<file path="src/rtl/ma_mem_ctrl.sv">
// Memory-access stage controller: issues loads/stores to data memory over a
// request/ready handshake, steers byte lanes, formats loads and flags faults.
module ma_mem_ctrl #(
  parameter int TIMEOUT_CYCLES = 16
) (
  input  logic        CLK,
  input  logic        RESET,
  input  logic [31:0] MA_ADDR,
  input  logic [31:0] MA_WDATA,
  input  logic [1:0]  MA_MR,
  input  logic [1:0]  MA_MW,
  input  logic        MA_LOAD_UNS,
  output logic        MEM_REQ,
  output logic        MEM_WE,
  output logic [31:0] MEM_ADDR,
  output logic [3:0]  MEM_BE,
  output logic [31:0] MEM_WDATA,
  input  logic [31:0] MEM_RDATA,
  input  logic        MEM_READY,
  output logic        STALL,
  output logic [31:0] WB_DATA,
  output logic        LOAD_VALID,
  output logic        ACC_ERR
);

  localparam logic [7:0] TMO_LAST = 8'(TIMEOUT_CYCLES - 1);

  typedef enum logic [1:0] {IDLE, BUSY, DONE} state_t;

  state_t      state;
  logic [7:0]  tmo_cnt;
  logic [31:0] load_reg;
  logic        rd_p1;
  logic [1:0]  size_p1;
  logic [1:0]  lane_p1;
  logic        uns_p1;

  logic        rd_req;
  logic        wr_req;
  logic        acc_any;
  logic        acc_legal;
  logic        misalign;
  logic [1:0]  acc_size;

  function automatic logic [3:0] steer_be(input logic [1:0] size, input logic [1:0] lane);
    case (size)
      2'b01:   return 4'b0001 << lane;
      2'b10:   return 4'b0011 << lane;
      2'b11:   return 4'hF;
      default: return 4'h0;
    endcase
  endfunction

  function automatic logic [31:0] steer_wdata(input logic [1:0] size, input logic [31:0] wdata);
    case (size)
      2'b01:   return {4{wdata[7:0]}};
      2'b10:   return {2{wdata[15:0]}};
      default: return wdata;
    endcase
  endfunction

  function automatic logic [31:0] format_load(input logic [1:0] size, input logic [1:0] lane,
                                              input logic uns, input logic [31:0] rdata);
    logic signed [7:0]  bs;
    logic signed [15:0] hs;
    bs = rdata[{lane, 3'b000} +: 8];
    hs = lane[1] ? rdata[31:16] : rdata[15:0];
    case (size)
      2'b01:   return uns ? {24'b0, bs} : 32'(bs);
      2'b10:   return uns ? {16'b0, hs} : 32'(hs);
      default: return rdata;
    endcase
  endfunction

  // Decode of the EX/MA fields presented this cycle
  always_comb begin
    rd_req    = (MA_MR != 2'b00);
    wr_req    = (MA_MW != 2'b00);
    acc_any   = rd_req | wr_req;
    acc_size  = rd_req ? MA_MR : MA_MW;
    misalign  = ((acc_size == 2'b10) && MA_ADDR[0]) ||
                ((acc_size == 2'b11) && (MA_ADDR[1:0] != 2'b00));
    acc_legal = (rd_req ^ wr_req) && !misalign;
  end

  always_ff @(posedge CLK or posedge RESET) begin
    if (RESET) begin
      state      <= IDLE;
      MEM_REQ    <= 1'b0;
      MEM_WE     <= 1'b0;
      MEM_ADDR   <= '0;
      MEM_BE     <= '0;
      MEM_WDATA  <= '0;
      load_reg   <= '0;
      tmo_cnt    <= '0;
      LOAD_VALID <= 1'b0;
      ACC_ERR    <= 1'b0;
      rd_p1      <= 1'b0;
      size_p1    <= '0;
      lane_p1    <= '0;
      uns_p1     <= 1'b0;
    end else begin
      LOAD_VALID <= 1'b0;
      ACC_ERR    <= 1'b0;
      case (state)
        IDLE: begin
          if (acc_any) begin
            if (acc_legal) begin
              state     <= BUSY;
              MEM_REQ   <= 1'b1;
              MEM_WE    <= wr_req;
              MEM_ADDR  <= {MA_ADDR[31:2], 2'b00};
              MEM_BE    <= steer_be(acc_size, MA_ADDR[1:0]);
              MEM_WDATA <= wr_req ? steer_wdata(acc_size, MA_WDATA) : '0;
              tmo_cnt   <= '0;
              rd_p1     <= rd_req;
              size_p1   <= acc_size;
              lane_p1   <= MA_ADDR[1:0];
              uns_p1    <= MA_LOAD_UNS;
            end else begin
              state   <= DONE;
              ACC_ERR <= 1'b1;
            end
          end
        end
        // Ready on the final allowed cycle still completes the access
        BUSY: begin
          if (MEM_READY) begin
            MEM_REQ <= 1'b0;
            state   <= DONE;
            if (rd_p1) begin
              load_reg   <= format_load(size_p1, lane_p1, uns_p1, MEM_RDATA);
              LOAD_VALID <= 1'b1;
            end
          end else if (tmo_cnt == TMO_LAST) begin
            MEM_REQ <= 1'b0;
            ACC_ERR <= 1'b1;
            state   <= DONE;
          end else begin
            tmo_cnt <= tmo_cnt + 8'd1;
          end
        end
        DONE:    state <= IDLE;
        default: state <= IDLE;
      endcase
    end
  end

  always_comb begin
    STALL   = (state == BUSY) || ((state == IDLE) && acc_any);
    WB_DATA = MA_ADDR;
    if (state == DONE) begin
      if (LOAD_VALID)   WB_DATA = load_reg;
      else if (ACC_ERR) WB_DATA = '0;
    end
  end

endmodule

</file>
<file path="config.mk">
export PLATFORM = sky130hd
export DESIGN_NAME = ma_mem_ctrl
export DESIGN_NICKNAME = d
export VERILOG_FILES = /design/src/rtl/ma_mem_ctrl.sv
export SDC_FILE = /design/constraint.sdc
export NUM_CORES = 1
export LEC_CHECK = 0
export ABC_AREA = 1
export BUFFER_PORTS_ARGS = -buffer_cell sky130_fd_sc_hd__buf_4
export CORE_ASPECT_RATIO = 0.6
export CORE_MARGIN = 1.5
export CORE_UTILIZATION = 55
export CTS_CLUSTER_DIAMETER = 30
export DETAILED_ROUTE_END_ITERATION = 10
export PLACE_DENSITY = 0.95
export SYNTH_ARGS = -nofsm -noshare
export SYNTH_HDL_FRONTEND = slang
export SYNTH_SLANG_ARGS = --single-unit
export TNS_END_PERCENT = 20
</file>
<file path="constraint.sdc">
create_clock -name CLK -period 10.53 [get_ports CLK]
set_input_delay 2.106 -clock CLK [delete_from_list [all_inputs] [get_ports CLK]]
set_output_delay 2.106 -clock CLK [all_outputs]
set_load 0.03 [all_outputs]
</file>
## After elaboration in Yosys (flattened, before gate mapping)

Index checks and enable logic that the tools add are counted.

- Multiplexer cells: 34
- Equal/unequal tests: 13
- Reductions and logical operators: 17
- Shifts and indexed selects: 3
- Bitwise logic cells: 2
- Add/sub/neg operators: 1

Operators by type and width:

| kind | number |
|---|---|
| two-way mux 32 bit | 6 |
| one-hot mux 32 bit (2 select lines) | 2 |
| two-way mux 8 bit | 4 |
| indexed part select 32 x 6 -> 8 bit | 1 |
| two-way mux 16 bit | 1 |
| one-hot mux 8 bit (2 select lines) | 1 |
| one-hot mux 4 bit (3 select lines) | 1 |
| two-way mux 1 bit | 11 |
| two-way mux 2 bit | 5 |
| adder 8 x 1 -> 8 bit (second input constant) | 1 |
| == test 2 bit (second input constant) | 4 |
| == test 8 x 4 -> 1 bit (second input constant) | 1 |
| inequality test 2 bit (second input constant) | 4 |
| nonzero test 2 bit | 4 |
| == test 2 x 1 -> 1 bit (second input constant) | 3 |
| AND reduction 3 bit | 2 |
| AND reduction 5 bit | 1 |
| logical AND 1 bit | 4 |
| one-hot mux 1 bit (2 select lines) | 2 |
| one-hot mux 2 bit (2 select lines) | 1 |
| AND reduction 4 bit | 1 |
| left shift 1 x 2 -> 4 bit (first input constant) | 1 |
| left shift 2 x 2 -> 4 bit (first input constant) | 1 |
| inequality test 3 bit (second input constant) | 1 |
| other kinds (6) | 7 |

- Bits in registers: 118
- Output and inout bits: 105
- Input bits: 104

## Longest topological paths before layout

- Depth after elaboration: 10
- Depth in mapped cells: 15
- Depth with buffers taken out: 13

## Least setup slack after synthesis

No wires, ideal clock.

- Kind: in2out
- From: in MA_ADDR[0]
- To: out WB_DATA[0]
- Stages on the path: 2
- Path buffers: 0
- Arrival: 2.876 ns
- Data required time: 8.424 ns
- Setup slack: 5.548 ns
- Cells stage by stage: inv_1 -> o21ai_0

- Cells in the longest elaborated chain, start to end: 3

Ends and longest elaborated chain:

| item | line | source |
|---|---|---|
| start, declared | 8 | `input logic [31:0] MA_ADDR,` |
| two-way mux 32 bit | 154 | `else if (ACC_ERR) WB_DATA = '0;` |
| two-way mux 32 bit | 153 | `if (LOAD_VALID) WB_DATA = load_reg;` |
| two-way mux 32 bit * | 152 | `if (state == DONE) begin` |
| end, declared | 21 | `output logic [31:0] WB_DATA,` |

Every way passes the cells marked *; elsewhere a longest branch is shown, timed or not.

## Worst setup path after layout

- From: in MA_MR[0]
- To: out STALL

- Cells in the longest elaborated chain, start to end: 4

Ends and longest elaborated chain:

| item | line | source |
|---|---|---|
| start, declared | 10 | `input logic [1:0] MA_MR,` |
| nonzero test 2 bit | 77 | `rd_req = (MA_MR != 2'b00);` |
| bitwise OR 1 bit | 79 | `acc_any = rd_req \| wr_req;` |
| logical AND 1 bit | 150 | `STALL = (state == BUSY) \|\| ((state == IDLE) && acc_any);` |
| logical OR 1 bit | 150 |  |
| end, declared | 20 | `output logic STALL,` |

Every way passes these cells.

==> report_table.html <==
<table>
<tr><th>Metric</th><th>Value</th></tr>
<tr><th colspan="2">Status</th></tr>
<tr><td>Run status</td><td>finished, final reports clean</td></tr>
<tr><th colspan="2">Min path</th></tr>
<tr><td>Path type of the worst min-delay path</td><td>flip-flop to flip-flop</td></tr>
<tr><td>Cell depth of the worst min-delay path</td><td>2</td></tr>
<tr><th colspan="2">Clock tree</th></tr>
<tr><td>Clk sinks</td><td>118</td></tr>
<tr><td>Clock buffer depth</td><td>2</td></tr>
<tr><td>Count of instances resized after the clock tree is built</td><td>0</td></tr>
<tr><td>Clock slew at the register clock pins of the worst setup and hold paths</td><td>about 0.06 ns</td></tr>
<tr><td>Clock buffers created by TritonCTS</td><td>17</td></tr>
<tr><td>Cell chosen for the clock root</td><td>sky130_fd_sc_hd__clkbuf_16</td></tr>
<tr><td>CTS tree</td><td>done</td></tr>
<tr><td>H-tree levels</td><td>4</td></tr>
<tr><td>Clock Latency Late Sink</td><td>just over 0.4 ns</td></tr>
<tr><td>Post-CTS Hold Fix Bufs</td><td>0</td></tr>
<tr><td>Post-CTS setup buffers</td><td>0</td></tr>
<tr><th colspan="2">Cells and area</th></tr>
<tr><td>Net count of the finished layout</td><td>1130</td></tr>
<tr><td>Final cell utilization of the core</td><td>0.7474</td></tr>
<tr><td>Synth-to-Final Area Change</td><td>33.36%</td></tr>
<tr><td>Share of layout cells above drive strength 1</td><td>0.2793</td></tr>
<tr><td>Fill cell instance count of the final layout</td><td>slightly above 800</td></tr>
<tr><td>Count of antenna diodes in the layout</td><td>0</td></tr>
<tr><td>Summed area of non-filler cells in the final layout</td><td>8388 um2</td></tr>
<tr><td>Multi-input gate area in the final layout</td><td>2761 um2</td></tr>
<tr><td>Footprint of the flip-flops and latches</td><td>between 2000 and 3000 um2</td></tr>
<tr><th colspan="2">Floorplan</th></tr>
<tr><td>Y dimension of the die</td><td>85.84 um</td></tr>
<tr><td>Starting Density</td><td>0.5604</td></tr>
<tr><td>Area of the die</td><td>12110 um2</td></tr>
<tr><td>Area inside the core boundary</td><td>11220 um2</td></tr>
<tr><td>Std-Cell Rows</td><td>30</td></tr>
<tr><td>Die boundary width</td><td>141.1 um</td></tr>
<tr><td>Number of I/O pins</td><td>209</td></tr>
<tr><th colspan="2">Timing</th></tr>
<tr><td>F_max</td><td>192.0 MHz</td></tr>
<tr><td>Post-route clock period utilization</td><td>0.4947</td></tr>
<tr><td>Clock Skews</td><td>~0.0078 ns</td></tr>
<tr><td>Final hold violations</td><td>0</td></tr>
<tr><td>Pins over their slew limit</td><td>0</td></tr>
<tr><td>Minimum setup slack in the final design</td><td>5.320 ns</td></tr>
<tr><td>Setup violation total in the final timing report</td><td>0</td></tr>
<tr><td>Sum of negative setup slack</td><td>0 ns</td></tr>
<tr><td>Shortest clock period the worst path allows after layout</td><td>~5.2 ns</td></tr>
<tr><td>Slew HR</td><td>0.1695</td></tr>
<tr><td>Unrepaired setup endpoints after global routing</td><td>false</td></tr>
<tr><td>Pin slew with the least headroom to its limit</td><td>around 1.2 ns</td></tr>
<tr><th colspan="2">Worst setup path</th></tr>
<tr><td>Critical setup path kind</td><td>primary input to primary output</td></tr>
<tr><td>Worst Path Arrival</td><td>3.10 ns</td></tr>
<tr><td>Crit path depth</td><td>7</td></tr>
<tr><td>Family with the most delay on the worst path</td><td>simple AND/OR/NAND/NOR gates</td></tr>
<tr><td>Cells along the critical path</td><td>buf_4, nor2_1, ha_1, inv_1, nand2_1, nand2_1, buf_4</td></tr>
<tr><td>Nature of the critical path startpoint</td><td>primary input</td></tr>
<tr><td>CP Data Required Time</td><td>about 8.4 ns</td></tr>
<tr><td>Depth of the worst register-to-register path</td><td>7</td></tr>
<tr><td>Critical path buffer and inverter count</td><td>3</td></tr>
<tr><td>CP Capture Type</td><td>primary output</td></tr>
<tr><td>Crit path max-delay cell type</td><td>sky130_fd_sc_hd__nor2_1</td></tr>
<tr><td>Crit Path Max Fanout</td><td>3</td></tr>
<tr><td>Largest stage delay on the critical path</td><td>0.21 ns</td></tr>
<tr><th colspan="2">GRT</th></tr>
<tr><td>Global routing usage on met2</td><td>0.5114</td></tr>
<tr><td>Met3 usage</td><td>0.09436</td></tr>
<tr><td>Overall global routing resource usage</td><td>0.3225</td></tr>
<tr><td>Most Used Layer, Global Route</td><td>met2</td></tr>
<tr><td>Number of antenna violations at the first check in global routing</td><td>0</td></tr>
<tr><td>Global-route wire length before repair</td><td>slightly above 30000 um</td></tr>
<tr><td>Global-route track usage on met1</td><td>0.4350</td></tr>
<tr><td>Number of global-route vias before repair</td><td>about 6100</td></tr>
<tr><td>Remaining global-route overflow</td><td>0</td></tr>
<tr><td>Largest net degree at the start of global routing</td><td>approximately 100</td></tr>
<tr><th colspan="2">Detailed routing</th></tr>
<tr><td>Post-detailed-route wirelength per cell</td><td>16.25 um</td></tr>
<tr><td>Mean number of vias per cell</td><td>5.505</td></tr>
<tr><td>Number of nets with antenna violations after detailed routing</td><td>0</td></tr>
<tr><td>Number of design-rule violations left by the first detailed-router iteration</td><td>503</td></tr>
<tr><td>Post-Route WL</td><td>19090 um</td></tr>
<tr><td>Via count</td><td>6468</td></tr>
<tr><td>First-pass DRT Iterations</td><td>5</td></tr>
<tr><td>DR DRC count</td><td>0</td></tr>
<tr><th colspan="2">Logic synthesis</th></tr>
<tr><td>Distinct cell type count after synthesis</td><td>30</td></tr>
<tr><td>Main synth FF type</td><td>sky130_fd_sc_hd__dfrtp_1</td></tr>
<tr><td>Number of flops mapped to enable cells by yosys</td><td>0</td></tr>
<tr><td>Top post-synthesis cells by count</td><td>sky130_fd_sc_hd__nand2_1 (241), sky130_fd_sc_hd__dfrtp_1 (118), sky130_fd_sc_hd__o21ai_0 (109), sky130_fd_sc_hd__inv_1 (79), sky130_fd_sc_hd__nand3_1 (58)</td></tr>
<tr><td>Area fraction of the dominant cell type after synthesis</td><td>0.4695</td></tr>
<tr><td>Largest cells by area after synthesis</td><td>sky130_fd_sc_hd__dfrtp_1 (47%), sky130_fd_sc_hd__nand2_1 (14%), sky130_fd_sc_hd__o21ai_0 (8.7%)</td></tr>
<tr><td>Syn avg cell area</td><td>7.533 um2</td></tr>
<tr><td>Synthesis-stage register bit count</td><td>~120</td></tr>
<tr><td>Gate count of the mapped netlist</td><td>835</td></tr>
<tr><td>Most numerous cell in the Yosys netlist</td><td>sky130_fd_sc_hd__nand2_1</td></tr>
<tr><td>Register area share after synthesis</td><td>0.4695</td></tr>
<tr><td>Yosys top cell by area</td><td>sky130_fd_sc_hd__dfrtp_1</td></tr>
<tr><td>Async set-reset flop share out of synthesis</td><td>1.000</td></tr>
<tr><td>Yosys synthesis warning count</td><td>0</td></tr>
<tr><td>Cell area after technology mapping</td><td>6290 um2</td></tr>
<tr><th colspan="2">Power and ir drop</th></tr>
<tr><td>Total power consumption of the routed design</td><td>roughly 2600 uW</td></tr>
<tr><td>Worst IR drop on VDD</td><td>0.1984 mV</td></tr>
<tr><td>Power per cell area</td><td>307.0 nW/um2</td></tr>
<tr><td>Static leakage</td><td>0.004420 uW</td></tr>
<tr><th colspan="2">Placement</th></tr>
<tr><td>HPWL after detailed placement</td><td>12980 um</td></tr>
<tr><td>Post-placement worst setup slack</td><td>5.342 ns</td></tr>
<tr><td>Placer's final routability congestion estimate</td><td>0.8645</td></tr>
<tr><td>Placed inst area</td><td>7794 um2</td></tr>
<tr><td>Number of input and output port buffers inserted</td><td>206</td></tr>
<tr><th colspan="2">Run</th></tr>
<tr><td>Number of max-cap violations</td><td>0</td></tr>
</table>
[final cells by class]
| type | instances | share of cell area |
|---|---|---|
| Sequential cell | 118 | 0.3520 |
| Clock buffer | 18 | 0.05236 |
| Clock inverter | 14 | 0.01850 |
| Multi-Input combinational cell | 587 | 0.3292 |
| Inverter | 83 | 0.03759 |
| Tap cell | 144 | 0.02148 |
| Timing Repair Buffer | 211 | 0.1888 |
[final timing paths]
check	startpoint	to	slack, ns
max	MA_MR[0]	STALL	5.32
min	MEM_REQ	MEM_REQ	0.48
max reg2reg	state[0]	MEM_WDATA[28]	8.24
min reg2reg	MEM_REQ	MEM_REQ	0.48
max in group asynchronous	RESET	tmo_cnt[1]	7.44
min in group asynchronous	RESET	MEM_ADDR[22]	1.80
[logic make-up after synthesis]
| kind of cell | share of synthesized area |
|---|---|
| adders and majority gates | 0.01591 |
| AOI/OAI and AO/OA | 0.1665 |
| xor gates and xnor gates | 0.002785 |
| DFF | 0.4695 |
| and+or+nand+nor | 0.2516 |
| other | 0.0005962 |
| buffers and inverters | 0.09309 |
[per-layer routing]
metal  vias up  share of wire
li1       3049              -
met1      3017           0.42
met2       370           0.45
met3        32           0.11
met4         0          0.017
met5         -              0
[stage by stage]
stage	std cells	hold WS, ns
CTS	1175	0.4822
finish	1175	0.4773
detailed placement	1143	0.4664
global placement	1143	0.4594
floorplan	836	0.4496
global route	1175	0.4994
[worst min-delay path, stage by stage (launching register included)]
cell and delay [ns]:
sky130_fd_sc_hd__dfrtp_1 0.35, sky130_fd_sc_hd__nand2_1 0.05, sky130_fd_sc_hd__nand2_1 0.04
[power by group]
part,total (uW),internal (uW),switching (uW)
sequential,783,651,132
clock,577,356,221
combinational,1220,414,802
[cells in the final DEF, fill, tap and decap left out, types with 17 or more instances in the layout]
cell,netlist,final
sky130_fd_sc_hd__dfrtp_1,118,118
sky130_fd_sc_hd__nand2_1,241,241
sky130_fd_sc_hd__o21ai_1,18,18
sky130_fd_sc_hd__clkbuf_16,0,17
sky130_fd_sc_hd__o21ai_0,109,108
sky130_fd_sc_hd__inv_1,79,78
sky130_fd_sc_hd__nand3_1,58,58
sky130_fd_sc_hd__a21oi_1,51,51
sky130_fd_sc_hd__or2_2,21,21
sky130_fd_sc_hd__buf_4,2,211
sky130_fd_sc_hd__nor2_1,45,44
(Power assumes the default switching activity.)
